**config.mk**
```make
export PLATFORM = sky130hd
export DESIGN_NAME = shift_register_univ_p
export DESIGN_NICKNAME = d
export VERILOG_FILES = /design/src/rtl/shift_register_univ_p.sv
export SDC_FILE = /design/constraint.sdc
export NUM_CORES = 1
export LEC_CHECK = 0
export CORE_MARGIN = 2
export CORE_UTILIZATION = 38
export DETAILED_ROUTE_END_ITERATION = 16
export PLACE_DENSITY_LB_ADDON = 0.08
export SLEW_MARGIN = 40
export SYNTH_ARGS = -nofsm -noshare
export SYNTH_HDL_FRONTEND = slang
export SYNTH_SLANG_ARGS = --single-unit
```
**constraint.sdc**
```tcl
create_clock -name clk -period 1.87 [get_ports clk]
set_input_delay 0.374 -clock clk [delete_from_list [all_inputs] [get_ports clk]]
set_output_delay 0.374 -clock clk [all_outputs]
set_load 0.1 [all_outputs]
```
**src/rtl/shift_register_univ_p.sv**
```systemverilog
//------------------------------------------------------------------------------
// Module      : shift_register_univ_p
// Description : WIDTH-bit universal register (load, shift, rotate, arithmetic
//               shift, clear) with a frame-complete pulse every WIDTH shifts.
// Revision    : 1.0 - initial release
//------------------------------------------------------------------------------
`default_nettype none

module shift_register_univ_p #(
    parameter int               WIDTH       = 8,
    parameter logic [WIDTH-1:0] RESET_VALUE = {WIDTH{1'b0}},
    parameter int               CNT_W       = $clog2(WIDTH)
) (
    input  logic             clk,
    input  logic             rst,
    input  logic             en,
    input  logic [2:0]       mode,
    input  logic [WIDTH-1:0] d,
    input  logic             sin_l,
    input  logic             sin_r,
    output logic [WIDTH-1:0] q,
    output logic             sout_l,
    output logic             sout_r,
    output logic             frame_done
);

    localparam logic [2:0] c_HOLD = 3'b000;
    localparam logic [2:0] c_LOAD = 3'b001;
    localparam logic [2:0] c_SHL  = 3'b010;
    localparam logic [2:0] c_SHR  = 3'b011;
    localparam logic [2:0] c_ROL  = 3'b100;
    localparam logic [2:0] c_ROR  = 3'b101;
    localparam logic [2:0] c_ASR  = 3'b110;
    localparam logic [2:0] c_CLR  = 3'b111;

    localparam logic [CNT_W-1:0] c_CNT_LAST = CNT_W'(WIDTH - 1);

    logic [WIDTH-1:0] r_q;
    logic [CNT_W-1:0] r_cnt;
    logic             r_frame_done;
    logic [WIDTH-1:0] w_q_next;
    logic             w_is_shift;
    logic             w_cnt_clear;

    always_comb begin
        w_q_next    = r_q;
        w_is_shift  = 1'b0;
        w_cnt_clear = 1'b0;
        case (mode)
            c_HOLD: w_q_next = r_q;
            c_LOAD: begin
                w_q_next    = d;
                w_cnt_clear = 1'b1;
            end
            c_SHL: begin
                w_q_next   = {r_q[WIDTH-2:0], sin_r};
                w_is_shift = 1'b1;
            end
            c_SHR: begin
                w_q_next   = {sin_l, r_q[WIDTH-1:1]};
                w_is_shift = 1'b1;
            end
            c_ROL: begin
                w_q_next   = {r_q[WIDTH-2:0], r_q[WIDTH-1]};
                w_is_shift = 1'b1;
            end
            c_ROR: begin
                w_q_next   = {r_q[0], r_q[WIDTH-1:1]};
                w_is_shift = 1'b1;
            end
            c_ASR: begin
                w_q_next   = {r_q[WIDTH-1], r_q[WIDTH-1:1]};
                w_is_shift = 1'b1;
            end
            c_CLR: begin
                w_q_next    = {WIDTH{1'b0}};
                w_cnt_clear = 1'b1;
            end
            default: w_q_next = r_q;
        endcase
    end

    // The count survives HOLD and disabled cycles; only LOAD/CLR/reset restart a frame.
    always_ff @(posedge clk) begin
        if (!rst) begin
            r_q          <= RESET_VALUE;
            r_cnt        <= '0;
            r_frame_done <= 1'b0;
        end else if (en) begin
            r_q          <= w_q_next;
            r_frame_done <= 1'b0;
            if (w_is_shift) begin
                if (r_cnt == c_CNT_LAST) begin
                    r_cnt        <= '0;
                    r_frame_done <= 1'b1;
                end else begin
                    r_cnt <= r_cnt + CNT_W'(1);
                end
            end else if (w_cnt_clear) begin
                r_cnt <= '0;
            end
        end else begin
            r_frame_done <= 1'b0;
        end
    end

    assign q          = r_q;
    assign sout_l     = r_q[WIDTH-1];
    assign sout_r     = r_q[0];
    assign frame_done = r_frame_done;

endmodule

`default_nettype wire

```
==> flow_metrics.tcl <==
set metrics [dict create \
    synthTopCellsByArea "dfxtp_1 29%, mux2i_1 15%, o2bb2ai_1 6.4%" \
    numCtsBuffers 3 \
    status "finished clean" \
    synth.distinct_cells 31 \
    yosys_register_bits 12 \
    grt_max_degree 11 \
    cts_tree "yes" \
    die_h_um 50.5 \
    synth_top_area_share_pct 29.2 \
    start_util_pct 41.1 \
    dp_hpwl_um 1530 \
    grt_pass1_wl_um 3480 \
    synth_ff_type "dfxtp_1" \
    clock_sinks 12 \
    ant_nets 0 \
    postCtsHoldBufs 0 \
    crit_fanout 2 \
    ys_seq_area_share_pct 29.2 \
    drtIter0Drc 11 \
    fillers 173 \
    rows 16 \
    htree_levels 1 \
    slew_violations 0 \
    antenna_found_initial 0 \
    io_pins 27 \
    synthCells 91 \
    via_per_inst 5.27 \
    worstPathRequired_ns 2.08 \
    fin_crit_ns 1.75 \
    clkTransAtPathRegs_ns 0.08 \
    cts-resized-gates 0 \
    core_area_um2 2000 \
    totalWireLength_um 2020 \
    slowest_stage "clkdlybuf4s50_1" \
    grt.total_usage_pct 18.0 \
    maxCapViolCount 0 \
    worst_slack_ns 0.123 \
    hold_viol_final 0 \
    post-place-ws_ns -0.160 \
    syn_avg_cell_area_um2 9.05 \
    slew_headroom_pct 78.3 \
    timing.final.crit_share_pct 93.4 \
    ir_drop_uv 330 \
    antenna_cells 0 \
    yosys.area.top_type "dfxtp_1" \
    synth_edf_count 0 \
    syn_nets 110 \
    final.setup_skew_ns 0.00384 \
    utilization_pct 62.5 \
    post-cts-setup-buffers 0 \
    grt_overflow 0 \
    critical-path-max-stage-delay_ns 0.48 \
    yosys_warnings 0 \
    portBuffers 26 \
    die_area_um2 2550 \
    die_w_um 50.5 \
    synth_area_um2 823 \
    hp-class "register to register" \
    p_per_area_nw_per_um2 548 \
    synthArstFlopShare_pct 0 \
    start_kind "primary input" \
    cts_buffer_depth 2 \
    fin_nets 143 \
    leakage_nw 0.522 \
    gp_congestion 0.755 \
    crit_chain "clkdlybuf4s50_1 > inv_1 > ha_1 > a21o_1 > o21ai_0 > or4b_1 > a21boi_1" \
    area_growth_pct 52.0 \
    end_kind "register" \
    vias 785 \
    fmax_mhz 572 \
    crit_arrival_ns 1.96 \
    clk-insertion-delay-late_ns 0.27 \
    post_drt_wl_per_cell_um 13.6 \
    setup_viol 0 \
    path_class "primary input to register" \
    drive_gt1_share_pct 21.3 \
    grt_pass1_vias 725 \
    cts-root-buf "clkbuf_4" \
    drcViolationCount 0 \
    rsz0062_at_grt "false" \
    first_pass_iters 4 \
    worst_slew_pin_slew_ns 0.321 \
]
[state kept, by name (all words and copies together) (netlist names)]
name / flops
r_cnt: 3
q: 8
frame_done: 1
[cell usage in the layout (no fill, tap or decap), types with 3 or more instances in the layout]
cell type	netlist	final
buf_4	4	11
mux2i_1	12	12
clkdlybuf4s50_1	0	15
inv_1	3	3
o21ai_0	9	9
dfxtp_1	12	12
o31ai_1	4	4
buf_12	0	10
ha_1	3	3
nand2_1	8	8
nor2b_1	4	4
o2bb2ai_1	6	6
clkbuf_4	0	3
[final timing paths]
path	from	endpoint	slack [ns]	depth (start not counted)
worst max-delay path	mode[2]	r_cnt[0]	0.12	7
worst min-delay path	r_cnt[0]	r_cnt[0]	0.49	2
worst min register to register	r_cnt[0]	r_cnt[0]	0.49	2
worst max register to register	r_cnt[0]	r_cnt[0]	0.46	4
[metrics by stage]
stage / area, µm² / hold slack [ns] / power, W / std cells / setup TNS (ns)
after floorplan: 823 / 0.447 / 0.000425 / 91 / 0
after global placement: 1230 / 0.463 / 0.000521 / 146 / -0.151
after detailed placement: 1230 / 0.473 / 0.000524 / 146 / -0.365
after CTS: 1250 / 0.485 / 0.000687 / 149 / 0
after global routing: 1250 / 0.506 / 0.000720 / 149 / 0
final: 1250 / 0.492 / 0.000685 / 149 / 0
[cell type report]
cell class                      instances  area, µm²  share of cell area, %
Clock buffer                            3       22.5                   1.80
Inverter                                4       15.0                   1.20
Multi-Input combinational cell         67        507                   40.5
Sequential cell                        12        240                   19.2
Tap cell                               27       33.8                   2.70
Timing Repair Buffer                   36        433                   34.6
[synthesized netlist by cell type (all sizes together) (2+ instances only)]
master    n
dfxtp    12
mux2i    12
o21ai     9
nand2     8
buf       7
o2bb2ai   6
inv       4
nor2b     4
o31ai     4
ha        3
a22o      2
a32oi     2
nor3b     2
xnor2     2
[worst max-delay path, delay by kind of cell]
kind | cells | cell delay (ns)
fa+ha+maj | 1 | 0.29
buf+inv | 2 | 0.54
compound gates | 3 | 0.28
simple gates | 1 | 0.48
[kinds of logic (layout without fill, tap and decap cells)]
kind of cell               count (synthesis)  count (layout)  share of synthesized area (%)
AOI/OAI and AO/OA                         28              28                           24.6
xor gates and xnor gates                   2               2                           2.13
adders and majority gates                  3               3                           4.56
buffers and inverters                     12              43                           9.27
DFF                                       12              12                           29.2
muxes                                     12              12                           14.6
and+or+nand+nor                           22              22                           15.7
[power by group]
group          switching [W]  total (W)  leakage [nW]  internal (W)
clock              0.0000923   0.000167        0.0138     0.0000746
combinational       0.000127   0.000238         0.411      0.000111
sequential         0.0000154   0.000280        0.0974      0.000265
[metal layers]
layer  up-vias  part of all wire [%]  global-route usage, %
met5         -                     0                      0
met4         0                   1.3                   4.05
met3         5                   6.3                   6.25
met2        19                    44                   28.3
met1       358                    48                   23.7
li1        403                     -                      -
Note: power is estimated with default switching activity, not from simulation.
